$ cat src/rtl/video_write_queue.sv
// video_write_queue: snoops CPU bus writes that land in a video address window,
// rebases them to video-RAM offsets and queues them for a valid/ready drain.
//
// Optional build macro: VWQ_COALESCE_EN
//   When defined, a hit whose offset matches the most recently pushed entry
//   overwrites that entry's data in place instead of pushing a new entry.
//   When undefined, every hit is a separate push and no comparator exists.
//
// Ports:
//   clk         single clock, rising edge
//   rst         synchronous active-high reset
//   c_addr      CPU bus address
//   c_data      CPU bus write data
//   c_we        CPU write strobe
//   v_addr      video RAM offset of head entry (0 while empty)
//   v_data      data of head entry (0 while empty)
//   v_valid     head entry present
//   v_ready     video RAM accepts the head entry this cycle
//   full        FIFO holds DEPTH entries
//   level       current entry count
//   drop_count  saturating count of writes lost to overflow
module video_write_queue #(
    parameter int                 CADDR_W   = 16,
    parameter int                 DATA_W    = 8,
    parameter int                 VADDR_W   = 15,
    parameter logic [CADDR_W-1:0] WIN_BASE  = 16'h8000,
    parameter logic [CADDR_W-1:0] WIN_LIMIT = 16'hF530,
    parameter int                 DEPTH     = 8,
    parameter int                 DROP_W    = 8
) (
    input  logic                     clk,
    input  logic                     rst,
    input  logic [CADDR_W-1:0]       c_addr,
    input  logic [DATA_W-1:0]        c_data,
    input  logic                     c_we,
    output logic [VADDR_W-1:0]       v_addr,
    output logic [DATA_W-1:0]        v_data,
    output logic                     v_valid,
    input  logic                     v_ready,
    output logic                     full,
    output logic [$clog2(DEPTH):0]   level,
    output logic [DROP_W-1:0]        drop_count
);

    localparam int PW = $clog2(DEPTH);
    localparam logic [PW:0] FULL_LVL = (PW+1)'(DEPTH);

    logic [VADDR_W-1:0] memAddr [DEPTH];
    logic [DATA_W-1:0]  memData [DEPTH];

    logic [PW-1:0] wrPtr;
    logic [PW-1:0] rdPtr;

    logic               hit;
    logic               pop;
    logic               push;
    logic               drop;
    logic               coalesce;
    logic               wrEn;
    logic [VADDR_W-1:0] offset;
    logic [PW-1:0]      wrIdx;
    logic [PW-1:0]      wrNext;
    logic [PW-1:0]      rdNext;
    logic [PW:0]        levelNext;
    logic [VADDR_W-1:0] headAddr;
    logic [DATA_W-1:0]  headData;

`ifdef VWQ_COALESCE_EN
    logic [PW-1:0] lastPtr;
`endif

    always_comb begin
        hit = c_we && (c_addr >= WIN_BASE) && (c_addr <= WIN_LIMIT);
        // Low bits of the full-width difference equal the difference of the
        // low bits, so only VADDR_W bits of subtractor are needed.
        offset = c_addr[VADDR_W-1:0] - WIN_BASE[VADDR_W-1:0];
        pop = v_valid && v_ready;
        coalesce = 1'b0;
        wrIdx = wrPtr;
`ifdef VWQ_COALESCE_EN
        lastPtr = wrPtr - PW'(1);
        // The newest entry is the head being popped only when it is alone.
        if (hit && (level != '0) && !(pop && (level == (PW+1)'(1)))
                && (memAddr[lastPtr] == offset)) begin
            coalesce = 1'b1;
            wrIdx = lastPtr;
        end
`endif
        // A pop frees a slot in the same edge, so a full FIFO still accepts.
        push = hit && !coalesce && (!full || pop);
        drop = hit && !coalesce && full && !pop;
        wrEn = push || coalesce;

        wrNext = push ? wrPtr + PW'(1) : wrPtr;
        rdNext = pop ? rdPtr + PW'(1) : rdPtr;
        levelNext = level + (PW+1)'(push) - (PW+1)'(pop);

        // Show-ahead: the head after this edge is the post-write memory
        // contents at the post-pop read pointer.
        if (wrEn && (wrIdx == rdNext)) begin
            headAddr = offset;
            headData = c_data;
        end else begin
            headAddr = memAddr[rdNext];
            headData = memData[rdNext];
        end
    end

    always_ff @(posedge clk) begin
        if (!rst && wrEn) begin
            memAddr[wrIdx] <= offset;
            memData[wrIdx] <= c_data;
        end
    end

    always_ff @(posedge clk) begin
        if (rst) begin
            wrPtr      <= '0;
            rdPtr      <= '0;
            level      <= '0;
            full       <= 1'b0;
            drop_count <= '0;
            v_valid    <= 1'b0;
            v_addr     <= '0;
            v_data     <= '0;
        end else begin
            wrPtr <= wrNext;
            rdPtr <= rdNext;
            level <= levelNext;
            full  <= (levelNext == FULL_LVL);
            if (drop && (drop_count != '1)) begin
                drop_count <= drop_count + DROP_W'(1);
            end
            v_valid <= (levelNext != '0);
            v_addr  <= (levelNext != '0) ? headAddr : '0;
            v_data  <= (levelNext != '0) ? headData : '0;
        end
    end

endmodule

$ cat config.mk
export PLATFORM = sky130hd
export DESIGN_NAME = video_write_queue
export DESIGN_NICKNAME = d
export VERILOG_FILES = /design/src/rtl/video_write_queue.sv
export SDC_FILE = /design/constraint.sdc
export NUM_CORES = 1
export LEC_CHECK = 0
export ABC_CLOCK_PERIOD_IN_PS = 11400
export BUFFER_PORTS_ARGS = -buffer_cell sky130_fd_sc_hd__buf_2
export CORE_MARGIN = 8
export CORE_UTILIZATION = 45
export DETAILED_ROUTE_END_ITERATION = 10
export SETUP_SLACK_MARGIN = 0.5
export SLEW_MARGIN = 10
export SYNTH_ARGS = -nofsm -noshare
export SYNTH_HDL_FRONTEND = slang
export SYNTH_SLANG_ARGS = --single-unit
$ cat constraint.sdc
create_clock -name clk -period 11.4 [get_ports clk]
set_input_delay 1.71 -clock clk [delete_from_list [all_inputs] [get_ports clk]]
set_output_delay 1.71 -clock clk [all_outputs]
set_load 0.02 [all_outputs]
# == Yosys cells after proc, flatten, opt, wreduce, memory -nomap -nowiden ==
# Memories as Yosys holds them, arrays and structs flattened. A register that Yosys moved wholly into a read port is not among the register bits.
# Index checks and enable logic that the tools add are counted.
# Widths: inputs -> output; s select.
# totals
register_bits,20
ramBits,184
n_memories,2
word_cells,35
inputBits,28
# op_classes
add_sub_neg,5
mux,3
bitwise,1
magnitude_cmp,2
reduce_logical,14
n_eq_ne,2
# memory_table
name,words,word_bits,read_ports,rd_ports_with_merged_regs,wr,line_no,rtl
memAddr,8,15,1,1,1,48,logic [VADDR_W-1:0] memAddr [DEPTH];
memData,8,8,1,1,1,49,logic [DATA_W-1:0] memData [DEPTH];
# op_table
operator,count
$ge 16x16->1 const B,1
$le 16x16->1 const B,1
$add 8x1->8 const B,1
$logic_and 1x1->1,8
$ne 8x8->1 const B,1
$add 3x1->3 const B,2
$add 4x1->4,1
$eq 4x4->1 const B,1
$reduce_bool 4->1,1
$sub 4x1->4,1
$logic_not 1->1,3
$mux 3,1
$mux 1,2
$reduce_or 2->1,1
$logic_or 1x1->1,1
$not 1->1,1

# == Logic depth before layout (Yosys ltp) ==
# Gate-level depths: netlist of run 1.
# logic_depth
ltp_word,9
ltp_mapped,14
ltp_nobuf,12

# == Least setup slack after synthesis of run 1 ==
# OpenSTA, ideal clock, no wires.
# synth_timing
path_kind,input to register
from,in c_addr[5]
to,"mem memAddr[1][0], enable pin"
stages,6
path_slack_ns,5.692
arrival_time_ns,5.247
setup_time_ns,0.462
path_cell_list,a211o_1 -> a2111oi_4 -> o31ai_1 -> clkbuf_1 -> or2_1 -> nor4_1
# synth_via
elab_chain_cells,7
word_cells_on_any_way,8
# synth_rtl
item,line_no,rtl
"start, declared",33,"input logic [CADDR_W-1:0] c_addr,"
$ge 16x16->1,73,hit = c_we && (c_addr >= WIN_BASE) && (c_addr <= WIN_LIMIT);
$logic_and 1x1->1,73,
$logic_and 1x1->1 (*),73,
$logic_and 1x1->1 (*),90,push = hit && !coalesce && (!full || pop);
$logic_and 1x1->1 (*),110,if (!rst && wrEn) begin
$mux 1 (*),110,
$mux 1 (implied by the code) (*),111,memAddr[wrIdx] <= offset;
"end, declared",48,
# Every way passes the cells marked *; elsewhere a longest branch is shown, timed or not.

# == Worst setup path after layout of run 1 ==
# layout_timing
from,in c_addr[0]
to,"reg v_addr[13], read port of memAddr"
# layout_via
elab_chain_cells,9
word_cells_on_any_way,10
# layout_rtl
item,line_no,rtl
$ge 16x16->1,73,
$logic_and 1x1->1,73,
$logic_and 1x1->1 (*),73,
$logic_and 1x1->1 (*),90,
$add 4x1->4 (*),96,levelNext = level + (PW+1)'(push) - (PW+1)'(pop);
$sub 4x1->4 (*),96,
$reduce_bool 4->1 (*),135,v_addr <= (levelNext != '0) ? headAddr : '0;
$not 1->1 (no line) (*),n/a,
$reduce_or 2->1 (no line) (*),n/a,
"end, declared",36,"output logic [VADDR_W-1:0] v_addr,"
# Marked as above.
# A chain may end at the register's enable or synchronous reset.

==> results of run 1 <==
## routing by layer
layer	up-vias	track usage (%)	routed length (um)
met5	-	0	26
met4	4	3.86	263
met3	31	3.65	1050
met2	125	25.5	9620
met1	2534	20.8	9000
li1	2263	-	-
## synthesized netlist by cell type, types with 3 or more instances
library cell  instances  area share, %
inv_1                13           0.53
mux2i_1              93             10
nand2_1              11           0.45
o41ai_1               4           0.38
mux4_2               23            5.6
buf_4                 4           0.33
nor4_1                3           0.20
nor3_1               26            1.4
nand3_1               6           0.33
nor2_1               13           0.53
o311ai_1              4           0.38
nand3b_1              3           0.24
a21oi_1              10           0.54
buf_2                 7           0.38
dfxtp_1              43            9.4
ha_1                  7           0.95
a211oi_2             20            2.7
edfxtp_1            184             60
o21ai_1               3           0.16
buf_6                 7           0.86
clkbuf_1             10           0.41
xnor2_1               4           0.38
a211oi_1              3           0.24
## area by class of cell
class	count	area (um2)	share of cell area, %
well taps	270	338	3.18
clock buffers	36	707	6.66
repair buffers	75	403	3.80
clock inverters	8	60.1	0.566
multi-input cells	266	2670	25.2
inverters	13	48.8	0.460
flip-flops and latches	227	6390	60.2
## worst paths after layout
kind,start,to,slack [ns],cells past startpoint
worst max-delay path,c_addr[0],v_addr[13],6.48,13
worst min-delay path,drop_count[4],drop_count[4],0.50,1
worst max register to register,v_valid,v_addr[13],8.04,12
worst min register to register,drop_count[4],drop_count[4],0.50,1
## cell usage in the layout (no fill, tap or decap), types with 2 or more instances in the layout
cell type    n
edfxtp_1   184
mux2i_1     93
buf_2       64
dfxtp_1     43
clkbuf_16   25
nor3_1      24
mux4_2      23
a211oi_2    20
inv_1       13
buf_4       11
nand2_1     10
a21oi_1     10
nor2_1       9
ha_1         7
clkbuf_1     7
nand3_1      6
nor2_4       4
o311ai_1     4
o41ai_1      4
xnor2_1      4
clkinv_1     4
clkbuf_8     4
nand3b_1     3
a211oi_1     3
clkinv_2     3
or2_1        2
nand2b_1     2
nor3_2       2
nor4_2       2
o21ai_1      2
or3_1        2
and3_1       2
nor2b_1      2
## flip-flops by register name (all words and copies together), names as in the netlist
name / cells
full: 1
v_data: 8
level: 4
memAddr: 120
rdPtr: 3
v_valid: 1
memData: 64
drop_count: 8
wrIdx: 3
v_addr: 15
## kinds of logic after synthesis
kind of cell / count (synthesis)
AOI/OAI and AO/OA: 55
xor gates and xnor gates: 7
adders and majority gates: 8
buffers and inverters: 41
DFF: 227
muxes: 117
and+or+nand+nor: 79
## power breakdown
| part | internal, mW | total [mW] | switching [mW] |
|---|---|---|---|
| sequential | 0.956 | 0.985 | 0.0297 |
| combinational | 0.229 | 0.559 | 0.329 |
| clock | 0.449 | 0.745 | 0.296 |
| total | 1.63 | 2.29 | 0.655 |
## per-stage QoR
stage | std cells | power [mW] | worst slack [ns] | util (%)
finish | 895 | 2.29 | 6.48 | 52.6
global route | 895 | 2.39 | 6.27 | 52.6
CTS | 895 | 2.32 | 6.48 | 52.6
detailed placement | 851 | 1.57 | 5.97 | 48.8
global placement | 851 | 1.56 | 6.05 | 48.8
floorplan | 534 | 1.42 | 5.69 | -
## worst max-delay path, delay by kind of cell
kind                       cells  cell delay [ns]
AOI/OAI and AO/OA              3             1.11
buffers and inverters          3             0.29
adders and majority gates      3             0.83
xor gates and xnor gates       1             0.21
and+or+nand+nor                3             1.10
==> run metrics, run 1 <==
CTS tree done; Synth Area in XOR/XNOR 0.817%; fin area 10600 um2; worst path cell trace buf_2, nor4_1, and4b_1, o31ai_4, ha_1, inv_1, ha_1, inv_1, fa_1, xor2_1, nand3b_1, o21ai_4, a211oi_2; Setup CP Type in2reg; RSZ-0062 raised after global routing no; predominant post-synthesis flop cell edfxtp_1; Worst Path Max Fanout 24; post-layout min period 4.92 ns; Diodes inserted 0; Slew @ Worst Pin 1.18 ns; DR vias 4957; Worst path max stage delay 0.94 ns; num ports 65; Compound-Gate Fraction of Synth Area 5.62%; Post-CTS Setup Bufs 0; Worst slew margin 20.7%; Worst path slowest cell o21ai_4; die extent in y 159 um; largest family of logic cells by synthesized area multiplexers; Fin. Hold Viols 0; sequential area share after synthesis 69.5%; Synth Area in Simple Gates 4.55%; vias per cell 5.54; WL/cell 22.3 um; DP Wirelength 11.2 mm; Die Width 159 um; Starting DRT DRC Count 318; Synth Cell Area 9190 um2; Req. time, crit path 11.74 ns; clock skew 0.0135 ns; num rows 52; Max Cap Viol 0; post-synthesis adder-cell area fraction 1.17%; CTS Buf Count 24; asr flop ratio synth 0%; Pins Over Slew Limit 0; worst skew pair latency 0.51 ns; core area 20200 um2; Resized Gates After CTS 0; first-pass GRT wire length 30.9 mm; layout cells sized above 1 26.6%; PwrDens 216 nW/um2; NumNets Final 643; initial antenna violation count 2; Synth cell types 50; part of the cycle the worst path needs 43.2%; Leak Pwr 3.63 nW; fill count 1683; post-synthesis mux area share 15.9%; Setup crit end kind flip-flop; DRC Markers 0; Clock Pin Slew Worst Setup and Hold Paths 0.06 ns; Fmax 203 MHz; total gr overflow 0; number of global-route vias before repair 5213; Setup TNS 0 ns; GPL Wtd Cong 0.765; initial core utilization 45.6%; EDFF count, synth 184; startpoint types input pin; Final ANT Viol Nets 0; syn avg cell area 17.2 um2; drt first pass iters 4; tightest hold margin 0.504 ns; synth warn 0; Placed Area 9850 um2; P&R area growth vs syn 15.4%; Post-Synthesis Cells 534; Hold Path Class reg2reg; Synth Register Bits 227; peak supply drop 0.000106 V; Clk Tree Root Cell clkbuf_16; setup violators final 0; crit path DAT 5.26 ns; syn_nets 570; Global Route Usage Sum 15.6%; WL final 20.0 mm; # hold bufs at CTS 0; Clock Tree Buf Depth 3; status completed; H-tree levels 1; Port Buffers 64; CTS sink count 227; largest net degree at the start of global routing 53; DIE AREA 25300 um2
Note: power is estimated with default switching activity, not from simulation.
==> run 2: changes to the inputs <==
Settings changed: ABC_AREA set to 1, ABC_CLOCK_PERIOD_IN_PS 11400 to 4210.
Clock period 11.4 ns to 4.21 ns, I/O delays scaled along.
==> run 2 against run 1 <==
Net effect: worst hold slack got worse by 0.091 ns; core utilization fell by 0.93 points; power rose to 2.9 times the previous value; register-to-register slack got worse by 6.7 ns; combinational power rose to 3.6 times the previous value; synthesized cell count rose by 67%; clock-buffer cell count fell by 5; critical path type unchanged; highest routed layer unchanged.
==> run metrics, run 2 <==
status completed; Slew @ Worst Pin 1.06 ns; GPL Wtd Cong 0.777; combinational power share 29.9%; Leak Pwr 4.23 nW; Req. time, crit path 4.65 ns; num rows 53; CTS tree done; peak supply drop 0.000330 V; EDFF count, synth 184; RSZ-0062 raised after global routing no; R2R Path Start v_valid; Diodes inserted 0; Clock Power Share 30.0%; syn_nets 930; worst hold start c_data[6]; Port Buffers 64; Synth Cell Area 9370 um2; Die Width 160 um; drt first pass iters 4; Reg with most FFs memAddr; die extent in y 160 um; DP Wirelength 11.4 mm; Setup CP Type in2reg; Global Route Usage Sum 16.4%; Largest regs memAddr (120), memData (64), v_addr (15); P&R area growth vs syn 14.4%; Hold Path Class in2reg; startpoint types input pin; Sequential cell area 6390 um2; total power 6.66 mW; Starting DRT DRC Count 454; first-pass GRT wire length 33.7 mm; initial core utilization 45.2%; Setup TNS 0 ns; core area 20800 um2; Internal 4.40 mW; crit path DAT 3.61 ns; sw power 2.26 mW; most common cell after layout, fill and taps aside nand2_1; R2R Setup Slk 1.29 ns; PwrDens 621 nW/um2; Worst slew margin 29.3%; Synth area leader edfxtp_1; max reg flops 120; multi-input logic area 2600 um2; CTS Buf Count 25; initial antenna violation count 1; H-tree levels 1; NumNets Final 994; # hold bufs at CTS 0; Synth Register Bits 227; Post-Synthesis Cells 894; Worst Reg-to-Reg Cells 16; Fin. Hold Viols 0; syn avg cell area 10.5 um2; clock skew 0.0142 ns; Resized Gates After CTS 0; Synth cell types 29; Hold EP memData[1][6]; synth warn 0; setup violators final 0; Sw Ratio 33.9%; Worst Hold Depth 1; Clk Tree Root Cell clkbuf_16; vias per cell 4.99; worst skew pair latency 0.51 ns; Seq pwr share 40.1%; DIE AREA 25700 um2; layout cells sized above 1 14.2%; total gr overflow 0; post-layout min period 3.17 ns; fill count 1816; Pins Over Slew Limit 0; Fmax 316 MHz; Worst Path Max Fanout 24; part of the cycle the worst path needs 75.2%; num ports 65; Post-synth top cells nand2_1, edfxtp_1, nand3_1; number of global-route vias before repair 6185; Clock Pin Slew Worst Setup and Hold Paths 0.06 ns; most frequent cells in the layout nand2_1, edfxtp_1, nand3_1; CTS sink count 227; asr flop ratio synth 0%; WL final 20.9 mm; largest net degree at the start of global routing 94; Setup crit end kind flip-flop; DR vias 6241; Post-CTS Setup Bufs 0; tightest hold margin 0.413 ns; WL/cell 16.7 um; predominant post-synthesis flop cell edfxtp_1; Max Cap Viol 0; dominant cell by count in the synthesized netlist nand2_1; Synth area leaders edfxtp_1, nand2_1, dfxtp_1; sequential area share after synthesis 68.1%; Yosys top cell area share 58.9%; FF-to-FF End v_addr[12]; Final ANT Viol Nets 0; Clock Tree Buf Depth 3; DRC Markers 0
[run 2: cell types whose count changed in the layout (fill, tap and decap cells not counted), sizes merged, moves of 22 or more]
cell    change
inv        +36
nand3     +151
a211oi     -22
mux2i      -93
nor2       +65
nor3       -24
mux4       -23
nand2     +295
[run 2: cells by family after synthesis]
kind of cell | count (synthesis) | share of synthesized area (%)
simple gates | 544 | 24.5
flops | 227 | 68.1
buf+inv | 91 | 4.48
compound gates | 16 | 0.948
xor+xnor | 8 | 0.828
fa+ha+maj | 8 | 1.15
[run 2: power by group through the flow]
stage | Combinational, mW | Clock (mW) | Sequential, mW
6_report | 1.99 | 2.00 | 2.67
5_1_grt | 2.25 | 2.14 | 2.69
4_1_cts | 2.03 | 2.05 | 2.67
3_5_place_dp | 2.02 | 0 | 2.72
3_3_place_gp | 1.98 | 0 | 2.72
2_1_floorplan | 1.31 | 0 | 2.86
[run 2: critical path: stages]
cell     delay [ns]
buf_2          0.19
nand2_1        0.08
nor2_1         0.21
inv_1          0.07
nor2_1         0.09
nand2_1        0.06
nand2_1        0.14
nand3_1        0.18
ha_1           0.33
inv_1          0.06
ha_1           0.14
inv_1          0.06
fa_1           0.38
xnor2_1        0.16
inv_1          0.06
nand3_1        0.09
nand2_1        0.05
nand2_1        0.07
buf_4          0.34
nand2_1        0.10
nor2_1         0.10
[run 2: worst max path at each step]
stage	to	start	slack (ns)	cells past startpoint
3_5_place_dp	v_addr[12]	c_addr[14]	0.57	21
4_1_cts	v_addr[7]	c_addr[14]	1.02	21
3_3_place_gp	v_addr[1]	c_addr[14]	0.59	21
5_1_grt	v_addr[3]	c_addr[13]	0.73	21
6_report	v_addr[12]	c_addr[14]	1.04	21
2_1_floorplan	v_addr[0]	c_addr[13]	1.24	20
[run 2: metrics by stage]
stage	instance area [um2]	utilization (%)	std cells	worst slack [ns]
floorplan	9370	-	894	1.24
global placement	9980	48.1	1206	0.593
detailed placement	9980	48.1	1206	0.569
CTS	10700	51.7	1251	1.02
global route	10700	51.7	1251	0.733
finish	10700	51.7	1251	1.04
[run 2: layout make-up]
type,count,share of cell area [%]
clock buffers,31,6.13
clock inverters,14,0.875
inverters,49,1.74
multi-input cells,576,24.2
flip-flops and latches,227,59.5
well taps,275,3.21
repair buffers,79,4.27
[run 2: layer usage]
layer	vias to the layer above	global-route usage [%]	wire, um
met2	156	27.5	9850
met4	2	4.76	478
met5	-	0	13
li1	3120	-	-
met3	39	2.79	1200
met1	2924	21.5	9360
